[src/rtl/ce_tick_scheduler.sv]
// rtl/ce_tick_scheduler.sv - runtime-programmable multi-channel clock-enable scheduler
// Divides the base tick into P_CH periodic one-cycle enables; live divide changes land on period boundaries.
module ce_tick_scheduler #(
  parameter int P_CH          = 4,
  parameter int P_WIDTH       = 16,
  parameter int P_DEFAULT_DIV = 1000,
  localparam int CHW          = $clog2(P_CH) | 1
) (
  input  logic               I_CLK,
  input  logic               I_RST_N,
  input  logic               I_CE,
  input  logic               I_SYNC,
  input  logic               I_CFG_VALID,
  output logic               O_CFG_READY,
  input  logic [CHW-1:0]     I_CFG_CH,
  input  logic [P_WIDTH-1:0] I_CFG_DIV,
  input  logic               I_CFG_EN,
  output logic [P_CH-1:0]    O_CE
);

  logic [P_WIDTH-1:0] cnt_q [P_CH];
  logic [P_WIDTH-1:0] cnt_d [P_CH];
  logic [P_WIDTH-1:0] div_q [P_CH];
  logic [P_WIDTH-1:0] div_d [P_CH];
  logic [P_WIDTH-1:0] last_cnt [P_CH];
  logic [P_CH-1:0]    en_q, en_d;
  logic [P_CH-1:0]    ce_q, ce_d;
  logic [P_CH-1:0]    wrap;
  logic               pend_q, pend_d;
  logic [CHW-1:0]     pend_ch_q, pend_ch_d;
  logic [P_WIDTH-1:0] pend_div_q, pend_div_d;
  logic               accept;

  assign accept      = I_CFG_VALID & ~pend_q;
  assign O_CFG_READY = ~pend_q;
  assign O_CE        = ce_q;

  // A divide of 0 behaves as 1, so the terminal count is 0 in both cases.
  always_comb begin
    wrap = '0;
    for (int ch = 0; ch < P_CH; ch++) begin
      last_cnt[ch] = (div_q[ch] == '0) ? '0 : div_q[ch] - P_WIDTH'(1);
      wrap[ch]     = en_q[ch] & I_CE & ~I_SYNC & (cnt_q[ch] == last_cnt[ch]);
    end
  end

  always_comb begin
    cnt_d      = cnt_q;
    div_d      = div_q;
    en_d       = en_q;
    ce_d       = '0;
    pend_d     = pend_q;
    pend_ch_d  = pend_ch_q;
    pend_div_d = pend_div_q;
    for (int ch = 0; ch < P_CH; ch++) begin
      if (I_SYNC || !en_q[ch] || wrap[ch]) begin
        cnt_d[ch] = '0;
      end else if (I_CE) begin
        cnt_d[ch] = cnt_q[ch] + P_WIDTH'(1);
      end
      ce_d[ch] = wrap[ch];
      // The wrap that retires a pending divide still pulses with the old one.
      if (pend_q && (pend_ch_q == CHW'(ch)) && (I_SYNC || wrap[ch])) begin
        div_d[ch] = pend_div_q;
        en_d[ch]  = 1'b1;
        pend_d    = 1'b0;
      end
      // Out-of-range channel indices match no iteration and are silently dropped.
      if (accept && (I_CFG_CH == CHW'(ch))) begin
        if (!en_q[ch] || !I_CFG_EN) begin
          div_d[ch] = I_CFG_DIV;
          en_d[ch]  = I_CFG_EN;
          cnt_d[ch] = '0;
          ce_d[ch]  = 1'b0;
        end else begin
          pend_d     = 1'b1;
          pend_ch_d  = I_CFG_CH;
          pend_div_d = I_CFG_DIV;
        end
      end
    end
  end

  always_ff @(posedge I_CLK or negedge I_RST_N) begin
    if (!I_RST_N) begin
      for (int ch = 0; ch < P_CH; ch++) begin
        cnt_q[ch] <= '0;
        div_q[ch] <= P_WIDTH'(P_DEFAULT_DIV);
      end
      en_q       <= '0;
      ce_q       <= '0;
      pend_q     <= 1'b0;
      pend_ch_q  <= '0;
      pend_div_q <= '0;
    end else begin
      cnt_q      <= cnt_d;
      div_q      <= div_d;
      en_q       <= en_d;
      ce_q       <= ce_d;
      pend_q     <= pend_d;
      pend_ch_q  <= pend_ch_d;
      pend_div_q <= pend_div_d;
    end
  end

endmodule

[config.mk]
export PLATFORM = sky130hd
export DESIGN_NAME = ce_tick_scheduler
export DESIGN_NICKNAME = d
export VERILOG_FILES = /design/src/rtl/ce_tick_scheduler.sv
export SDC_FILE = /design/constraint.sdc
export NUM_CORES = 1
export LEC_CHECK = 0
export CAP_MARGIN = 5
export CORE_ASPECT_RATIO = 1.2
export CORE_MARGIN = 2
export CORE_UTILIZATION = 30
export DETAILED_ROUTE_END_ITERATION = 10
export GPL_TIMING_DRIVEN = 0
export HOLD_SLACK_MARGIN = 0.05
export PLACE_DENSITY = 0.42
export RECOVER_POWER = 25
export SLEW_MARGIN = 20
export SYNTH_ARGS = -nofsm -noshare
export SYNTH_HDL_FRONTEND = slang
export SYNTH_SLANG_ARGS = --single-unit
[constraint.sdc]
create_clock -name I_CLK -period 4.7 [get_ports I_CLK]
set_input_delay 0.94 -clock I_CLK [delete_from_list [all_inputs] [get_ports I_CLK]]
set_output_delay 0.94 -clock I_CLK [all_outputs]
set_load 0.01 [all_outputs]
# Word level (Yosys, flattened, before mapping)
# Cells that the tools add are included.
dict set report totals {
  ff_bits 156
  input_bits 25
  output_inout_bits 5
  wordCells 165
}
dict set report op_classes {
  n_addsub 8
  bitwise_logic 15
  eq_ne 10
  mux 80
  n_reduce_logical 39
}
# operator n
set ops {}
lappend ops {{2-to-1 mux 16 bit} 40}
lappend ops {{adder 16 x 1 -> 16 bit (second input constant)} 4}
lappend ops {{equality test 16 bit} 4}
lappend ops {{zero test 16 bit} 4}
lappend ops {{subtractor 16 x 1 -> 16 bit (second input constant)} 4}
lappend ops {{2-to-1 mux 1 bit} 32}
lappend ops {{2-to-1 mux 3 bit} 8}
lappend ops {{logical OR 1 bit} 16}
lappend ops {{AND 1 bit} 13}
lappend ops {{equality test 3 x 2 -> 1 bit (second input constant)} 4}
lappend ops {{logical AND 1 bit} 12}
lappend ops {{equality test 3 x 1 -> 1 bit (second input constant)} 2}
lappend ops {{zero test 3 bit} 2}
lappend ops {{zero test 1 bit} 5}
lappend ops {{inverter 1 bit} 2}

# Longest topological paths before layout
# Gate-level depths: netlist of run 1.
dict set report depth {
  word_depth 18
  mapped_depth 16
  mapped_depth_nobuf 11
}

# Least setup slack after synthesis of run 1
# OpenSTA, ideal clock, no wires.
dict set report synth_timing {
  path_type {register to register}
  start {register div_q[48] (netlist bit)}
  end {register div_q[58] (netlist bit)}
  stages_incl_launch_ff 17
  setup_time_ns 0.137
  path_slack_ns 0.723
  period_less_slack_ns 3.977
  arrival_time_ns 3.840
  n_path_buf 5
  t_required_ns 4.563
  path_cell_list {dfrtp_1 clkbuf_1 inv_1 ha_1 or3b_2 clkbuf_1 or4_4 buf_6 or4_1 a32o_1 a2111oi_4 a31oi_1 nor4b_2 buf_6 buf_12 mux2i_1 a21oi_1}
}
# element line_no
set synth_rtl {}
lappend synth_rtl {{start, declared} 23} ;# logic [P_WIDTH-1:0] div_q [P_CH];
lappend synth_rtl {{start signal, assigned by index} 88} ;# div_q[ch] <= P_WIDTH'(P_DEFAULT_DIV);
lappend synth_rtl {{start signal, assigned} 97} ;# div_q <= div_d;

==> impl_metrics.tcl, run 1 <==
set metrics [dict create \
    run_status "finished, violations left" \
    violations "max-capacitance violations, max-slew violations" \
    synth.largest_area_cell "dfrtp_1" \
    p_leak_nw 4.640 \
    cpPeakStageDelay_ns 0.59 \
    hold_viol_final 0 \
    path_class "reg2reg" \
    globalplace.congestion 0.8400 \
    ys_warn_count 0 \
    hp-class "reg2reg" \
    cap_violations 2 \
    syn_inst 1297 \
    die_h_um 212.0 \
    ys_ff_latch 156 \
    portBuffers 28 \
    avgSynthCellArea_um2 8.343 \
    clkTransAtPathRegs_ns 0.07 \
    r2r_end "div_q[60]" \
    ys_types 75 \
    cp-startpoint "div_q[48]" \
    drive_gt1_share_pct 8.315 \
    final_antenna_net_count 0 \
    grt_pass1_vias 9572 \
    use_met2_pct 34.63 \
    ir_drop_v 0.0002663 \
    crit_arrival_ns 4.71 \
    avgRoutedWirePerCell_um 19.74 \
    h-tree-depth 4 \
    crit_path_end_kind "flip-flop" \
    rsz0062_at_grt "false" \
    finalSetupViolations 0 \
    first_pass_iters 5 \
    die_w_um 177.4 \
    cp.required_ns 5.01 \
    cts_tree "yes" \
    clk_latency_ns 0.45 \
    grt_pass1_wl_um 56690 \
    tightestPinTransition_ns 1.909 \
    ys_seq_area_share_pct 36.36 \
    ys_async_sr_fraction_pct 100.0 \
    crit_path_max_fanout 10 \
    rrSetupSlack_ns 0.29 \
    grtUsageTotal_pct 19.74 \
    grt_max_degree 69 \
    start_util_pct 30.26 \
    r2r_start "div_q[48]" \
    grtUsageMet3_pct 2.468 \
    synth_edf_count 0 \
    netlist_area_um2 10820 \
    numCtsBuffers 17 \
    cts_sinks 156 \
    grt_most_used_layer "met2" \
    routed_via_density 5.316 \
    clock_skew_ns 0.01355 \
    nets 1380 \
    power_density_nw_per_um2 590.5 \
    gr-total-overflow 0 \
    dp.final_hpwl_um 26510 \
    path_cells "clkbuf_1 -> inv_1 -> ha_1 -> or3b_2 -> or4_4 -> buf_6 -> or4_1 -> a32o_1 -> a2111oi_4 -> a31oi_1 -> nor4b_2 -> buf_6 -> buf_12 -> mux2i_1 -> a21oi_1" \
    vias 9712 \
    rr_worst_depth 15 \
    core_um2 35750 \
    first_iter_violations 601 \
    synth_area_leaders "dfrtp_1 (31%), nor2_1 (6.1%), dfstp_2 (5.8%)" \
    cp_common_cell "buf_6" \
    cts_buffer_depth 2 \
    rows 76 \
    totalWireLength_um 36060 \
    io_pins 30 \
    diodes 0 \
    fin_crit_ns 4.407 \
    utilization_pct 34.72 \
    synth_ff_type "dfrtp_1" \
    root_buffer "clkbuf_16" \
    yosys-top-cells-count "nor2_1 (175), dfrtp_1 (132), a21oi_1 (115)" \
    grt.met1_usage_pct 24.88 \
    yosysTopAreaCellShare_pct 30.53 \
    syn_nets 1331 \
    critical_path.endpoint "div_q[60]" \
    synth.most_common_cell "nor2_1" \
    ctsHoldBuffers 0 \
    area_growth_pct 14.73 \
    post-route-period-util_pct 93.77 \
    p_total_w 0.007330 \
    fmax_ghz 0.2269 \
    slew_headroom_pct -27.23 \
    cp-start-kind "flip-flop" \
    drc 0 \
    antenna_found_initial 0 \
    die_area_um2 37610 \
    slew_viol_final 91 \
    crit_slowest_cell "or3b_2" \
]
## area by class of cell
cell class                 instances  area, um2
clock inverter                    11      168.9
clock buffer                      21      460.4
fill                            3829      23340
multi-input combinational       1021       6451
sequential                       156       3934
tap                              468      585.6
timing repair buffer              31      314.1
buffer                            94      406.6
inverter                          25      93.84
## flip-flops by register name (all words and copies together), names as in the netlist
signal,cells
pend_div_q,16
O_CE,4
div_q,64
cnt_q,64
pend_q,1
pend_ch_q,3
en_q,4
## kinds of logic after synthesis
group           after synthesis  synth area share [%]
xor+xnor                    118                 10.20
buf+inv                     120                 4.637
fa+ha+maj                     9                 1.041
compound gates              244                 14.00
simple gates                586                 27.64
mux                          64                 6.129
flops                       156                 36.36
## power breakdown
| group | total, W | switching [W] | internal (W) |
|---|---|---|---|
| logic | 0.00351 | 0.00204 | 0.00147 |
| registers | 0.00229 | 0.000569 | 0.00172 |
| clock network | 0.00153 | 0.000612 | 0.000917 |
## worst min path at each step
stage          slack [ns]  cells after the start  startpoint   endpoint
6_report             0.57                      2   cnt_q[31]  cnt_q[31]
5_1_grt              0.60                      2   cnt_q[31]  cnt_q[31]
4_1_cts              0.35                      1     I_RST_N  div_q[49]
3_5_place_dp         0.57                      2    div_q[5]   div_q[5]
3_3_place_gp         0.55                      2   cnt_q[31]  cnt_q[31]
2_1_floorplan        0.52                      2   cnt_q[31]  cnt_q[31]
## repair_timing
action                     4_1_cts  5_1_grt
setup endpoints to repair       18       56
buffers inserted                 0        0
hold endpoints to repair         0        0
resized for setup                3       10
## stage by stage
stage          hold WS, ns  setup slack [ns]  instances  setup TNS (ns)  instance area [um2]
6_report            0.5738            0.2927       1827               0                12410
5_1_grt             0.6042          0.004073       1827               0                12410
4_1_cts             0.3460           0.01495       1828               0                12400
3_5_place_dp        0.5650           -0.5195       1796          -9.269                11760
3_3_place_gp        0.5534            -4.431       1793         -660.91                11690
2_1_floorplan       0.5238            0.7227       1297               0                10820
## critical path: cells and delay by family, from the launching register on
family / cells / cell delay (ns)
muxes: 1 / 0.18
adders and majority gates: 1 / 0.20
AOI/OAI and AO/OA: 4 / 0.96
and+or+nand+nor: 4 / 1.76
buffers and inverters: 5 / 0.78
DFF: 1 / 0.36
## cells in the final DEF (no fill, tap or decap), drive strengths merged, types with 18 or more instances in the layout
cell type      synthesis  routed
nor2                 175     175
dfrtp                132     132
a21oi                115     115
nor3                 112     112
clkbuf                81     103
nand2                 71      71
xor2                  67      67
nand3                 47      47
xnor2                 46      46
mux2i                 46      46
o21ai                 37      37
nand4                 34      34
clkdlybuf4s50          0      27
inv                   24      24
nor3b                 24      24
dfstp                 24      24
nor4                  21      21
a211oi                20      20
mux2                  18      18
## routing by layer
layer  vias to the layer above  part of all wire, %
met4                         0                  2.7
met2                       155                   50
met5                         -                    0
met3                        40                  2.5
li1                       4779                    -
met1                      4738                   45
Power figures use the tool's default switching activity.
==> run 2: changes to the inputs <==
PLACE_DENSITY = not set   (was 0.42)
==> impl_metrics.tcl, run 2 (same netlist as run 1, synthesis figures left out) <==
set metrics [dict create \
    cp.required_ns 5.02 \
    dp.final_hpwl_um 24060 \
    cts_sinks 156 \
    slew_headroom_pct -143.5 \
    setup_ws_ns 0.1966 \
    grtUsageTotal_pct 17.93 \
    io_pins 30 \
    drc 0 \
    core_um2 35750 \
    critPathTopFamily "simple AND/OR/NAND/NOR gates" \
    largestRegisters "cnt_q: 64 flops, div_q: 64 flops, pend_div_q: 16 flops" \
    whs_ns 0.5820 \
    tightestPinTransition_ns 3.652 \
    grt_pass1_vias 9607 \
    post-place-ws_ns -0.3964 \
    root_buffer "clkbuf_16" \
    cap_violations 1 \
    fin_crit_ns 4.503 \
    p_leak_nw 4.635 \
    path_buf_inv 3 \
    h-tree-depth 4 \
    fmax_ghz 0.2221 \
    path_class "in2reg" \
    run_status "finished, violations left" \
    grt_max_degree 94 \
    mostFrequentLayoutCell "nor2_1" \
    cts_buffer_depth 2 \
    post-route-period-util_pct 95.82 \
    final_antenna_net_count 0 \
    first_pass_iters 5 \
    antenna_found_initial 1 \
    hp-class "reg2reg" \
    crit_slowest_cell "clkdlybuf4s50_1" \
    slew_viol_final 64 \
    start_util_pct 30.26 \
    crit_arrival_ns 4.82 \
    clk_latency_ns 0.44 \
    avgRoutedWirePerCell_um 18.13 \
    cpPeakStageDelay_ns 0.79 \
    diodes 0 \
    path_cells "clkdlybuf4s50_1 -> nor2b_1 -> o211ai_1 -> a221o_1 -> or4_1 -> or4b_1 -> clkbuf_1 -> o2111ai_1 -> clkbuf_2 -> nor2_1" \
    area_growth_pct 14.50 \
    cp-start-kind "input pin" \
    violations "max-capacitance violations, max-slew violations" \
    finalSetupViolations 0 \
    totalWireLength_um 33080 \
    first_iter_violations 727 \
    cts_tree "yes" \
    fin_area_um2 12390 \
    portBuffers 28 \
    clock_skew_ns 0.01189 \
    nets 1378 \
    crit_path_end_kind "flip-flop" \
    die_h_um 212.0 \
    rows 76 \
    routed_via_density 5.445 \
    crit_path_max_fanout 10 \
    clkTransAtPathRegs_ns 0.07 \
    place_area_um2 11730 \
    hold_viol_final 0 \
    gr-total-overflow 0 \
    numCtsBuffers 17 \
    ir_drop_v 0.0002758 \
    ctsHoldBuffers 0 \
    die_area_um2 37610 \
    grt_pass1_wl_um 52630 \
    die_w_um 177.4 \
    final_cell_mix "nor2_1 (175), dfrtp_1 (132), a21oi_1 (115), nor3_1 (111), clkbuf_1 (78)" \
    drive_gt1_share_pct 8.180 \
    power_density_nw_per_um2 587.9 \
    globalplace.congestion 0.9095 \
    vias 9938 \
]
[run 2: changes by cell type in the layout (fill, tap and decap cells not counted), moves of 2 or more]
| cell | delta |
|---|---|
| clkbuf_8 | -2 |
| inv_6 | +6 |
| clkinvlp_4 | -2 |
| clkinv_2 | -2 |
| inv_8 | +3 |
| clkbuf_1 | -2 |
[run 2: path summary, 6_finish.rpt]
path                       startpoint         to  slack (ns)  depth (start not counted)
max in group asynchronous     I_RST_N  div_q[34]        0.89                          1
min in group asynchronous     I_RST_N  cnt_q[50]        1.73                          1
min reg2reg                 cnt_q[31]  cnt_q[31]        0.58                          2
max                              I_CE  cnt_q[38]        0.20                         10
min                         cnt_q[31]  cnt_q[31]        0.58                          2
max reg2reg                 div_q[48]  div_q[62]        0.28                         15
[run 2: report_power, final]
part	internal (W)	switching [W]	total [W]
registers	0.00172	0.000554	0.00227
logic	0.00146	0.00204	0.00350
clock network	0.000858	0.000649	0.00151
total	0.00404	0.00324	0.00728
[run 2: layout make-up]
type                            instances  area (um2)
Tap cell                              468       585.6
Buffer                                 94       406.6
Timing Repair Buffer                   29       301.5
Clock inverter                         15       200.2
Sequential cell                       156        3934
Multi-Input combinational cell       1021        6442
Fill cell                            3756       23360
Inverter                               25       93.84
Clock buffer                           17       425.4
[run 2: timing repair]
item                                    4_1_cts  5_1_grt
endpoints found under the setup margin        0       48
gates resized for setup                       0       11
buffers inserted                              0        0
[run 2: per-stage QoR]
| step | total power [W] | setup TNS [ns] | instances | util (%) |
|---|---|---|---|---|
| 2_1_floorplan | 0.004733 | 0 | 1297 | - |
| 3_3_place_gp | 0.005582 | -578.79 | 1793 | 32.68 |
| 3_5_place_dp | 0.005696 | -5.726 | 1794 | 32.79 |
| 4_1_cts | 0.007230 | 0 | 1826 | 34.54 |
| 5_1_grt | 0.007788 | -0.001887 | 1825 | 34.65 |
| 6_report | 0.007283 | 0 | 1825 | 34.65 |
[run 2: metal layers]
layer | vias up | GRT usage, % | share of wire [%]
met1 | 4812 | 21.64 | 43
met5 | - | 0 | 0
met3 | 79 | 2.486 | 3.7
met4 | 0 | 9.440 | 5.2
met2 | 259 | 30.93 | 48
li1 | 4788 | - | -
[run 2: tightest hold or removal path, cell delays in order (launching register included)]
cell	delay, ns
dfrtp_1	0.38
xor2_1	0.08
nor2_1	0.08
==> run 3: changes to the inputs <==
CAP_MARGIN = 20   (was 5)
CORE_UTILIZATION = 63   (was 30)
PLACE_DENSITY = 0.81   (was not set)
SLEW_MARGIN = 15   (was 20)
==> impl_metrics.tcl, run 3 (same netlist as run 1, synthesis figures left out) <==
set metrics [dict create \
    tightestPinTransition_ns 3.614 \
    crit_path_max_fanout 10 \
    cp.required_ns 4.99 \
    worst-path-stages 15 \
    cpPeakStageDelay_ns 0.56 \
    core_um2 16850 \
    cts_tree "yes" \
    portBuffers 28 \
    post-route-period-util_pct 95.19 \
    cp-start-kind "flip-flop" \
    avgRoutedWirePerCell_um 19.51 \
    post_cts.repair.setup_buffers 0 \
    first_iter_violations 1317 \
    ir_drop_v 0.0003226 \
    run_status "finished, violations left" \
    rsz0062_at_grt "false" \
    final_antenna_net_count 0 \
    path_class "reg2reg" \
    cts_buffer_depth 2 \
    nets 1379 \
    totalWireLength_um 30700 \
    largestRegisters "cnt_q: 64 flops, div_q: 64 flops, pend_div_q: 16 flops" \
    p_sw_share_pct 44.65 \
    antenna_found_initial 0 \
    path_cells "clkbuf_1 -> inv_1 -> ha_1 -> or3b_2 -> or4_4 -> buf_6 -> or4_1 -> a32o_1 -> a2111oi_4 -> a31oi_1 -> nor4b_2 -> buf_6 -> buf_12 -> mux2i_1 -> a21oi_1" \
    critPathTopFamily "simple AND/OR/NAND/NOR gates" \
    fill_cells 1374 \
    first_pass_iters 9 \
    clkTransAtPathRegs_ns 0.07 \
    final_cell_mix "nor2_1 (175), dfrtp_1 (132), a21oi_1 (115), nor3_1 (111), clkbuf_1 (81)" \
    numCtsBuffers 17 \
    crit_slowest_cell "or3b_2" \
    diodes 0 \
    hold_viol_final 0 \
    crit_arrival_ns 4.77 \
    crit_path_end_kind "flip-flop" \
    io_pins 30 \
    drive_gt1_share_pct 7.806 \
    fin_crit_ns 4.474 \
    start_util_pct 64.21 \
    routed_via_density 6.457 \
    pwr-share-clk_pct 19.4 \
    die_h_um 147.6 \
    slew_viol_final 64 \
    combPwrFrac_pct 49.1 \
    fmax_ghz 0.2235 \
    mostFrequentLayoutCell "nor2_1" \
    gr-total-overflow 0 \
    dp.final_hpwl_um 21670 \
    p_int_w 0.003965 \
    globalplace.congestion 0.9767 \
    clock_skew_ns 0.009286 \
    cp_common_cell "buf_6" \
    grt_pass1_wl_um 50020 \
    grt_pass1_vias 9639 \
    rr_worst_depth 15 \
    root_buffer "clkbuf_16" \
    power_frac_seq_pct 31.4 \
    cts_sinks 156 \
    die_area_um2 18240 \
    hp-class "reg2reg" \
    grt_max_degree 94 \
    whs_ns 0.5879 \
    vias 10160 \
    cap_violations 1 \
    rows 52 \
    violations "max-capacitance violations, max-slew violations" \
    p_leak_nw 4.594 \
    area_growth_pct 10.97 \
    grtUsageTotal_pct 35.00 \
    finalSetupViolations 0 \
    drc 0 \
    die_w_um 123.6 \
    path_buf_inv 5 \
    clk_latency_ns 0.43 \
    h-tree-depth 4 \
    switchingPower_w 0.003198 \
    p_total_w 0.007163 \
    slew_headroom_pct -140.9 \
    power_density_nw_per_um2 596.6 \
    utilization_pct 71.26 \
    ctsHoldBuffers 0 \
    hold_depth 2 \
]
## run 3: cell types whose count changed in the layout (fill, tap and decap cells not counted), sizes merged
| cell | change |
|---|---|
| bufinv | -1 |
| inv | -6 |
| clkbuf | +3 |
| clkinv | +1 |
| clkinvlp | +4 |
## run 3: worst min-delay path: cells and delay by family (launching register included)
| family | cells | cell delay (ns) |
|---|---|---|
| flip-flops | 1 | 0.38 |
| multiplexers | 1 | 0.12 |
| AO/OA/AOI/OAI | 1 | 0.08 |
## run 3: metrics by stage
step	cells	setup TNS, ns	instance area, um2	setup slack, ns
after CTS	1574	0	11980	0.06451
after global routing	1574	0	12010	0.03769
after detailed placement	1542	-2.182	11400	-0.1340
after global placement	1541	-530.81	11370	-3.716
after floorplan	1297	0	10820	0.7227
final	1574	0	12010	0.2262
## run 3: final timing paths
path	start	endpoint	slack [ns]
max in group asynchronous	I_RST_N	cnt_q[13]	0.92
max	div_q[48]	div_q[61]	0.23
max reg2reg	div_q[48]	div_q[61]	0.23
min	div_q[5]	div_q[5]	0.59
min in group asynchronous	I_RST_N	cnt_q[52]	1.72
min reg2reg	div_q[5]	div_q[5]	0.59
## run 3: routing by layer
metal | track usage [%] | vias to the layer above | part of all wire [%]
met5 | 0 | - | 0
met3 | 4.861 | 102 | 6.2
li1 | - | 4787 | -
met1 | 45.55 | 4815 | 41
met4 | 18.35 | 0 | 5.8
met2 | 56.37 | 459 | 47
## run 3: final cells by class
class / count / area, um2 / area share, %
Clock buffer: 19 / 432.9 / 3.605
Timing Repair Buffer: 30 / 306.5 / 2.553
Buffer: 94 / 405.4 / 3.376
Multi-Input combinational cell: 1021 / 6424 / 53.50
Tap cell: 216 / 270.3 / 2.251
Clock inverter: 13 / 141.4 / 1.177
Sequential cell: 156 / 3934 / 32.76
Inverter: 25 / 93.84 / 0.7815
## run 3: repair_timing
action,in CTS,in global routing
pin swaps,0,1
gates resized for setup,1,7
endpoints found under the setup margin,10,31
## run 3: power groups by stage
stage	Sequential (W)	Combinational (W)	Clock, W
2_1_floorplan	0.00203	0.00270	0
3_3_place_gp	0.00223	0.00326	0
3_5_place_dp	0.00224	0.00336	0
4_1_cts	0.00222	0.00341	0.00140
5_1_grt	0.00229	0.00387	0.00146
6_report	0.00225	0.00352	0.00139
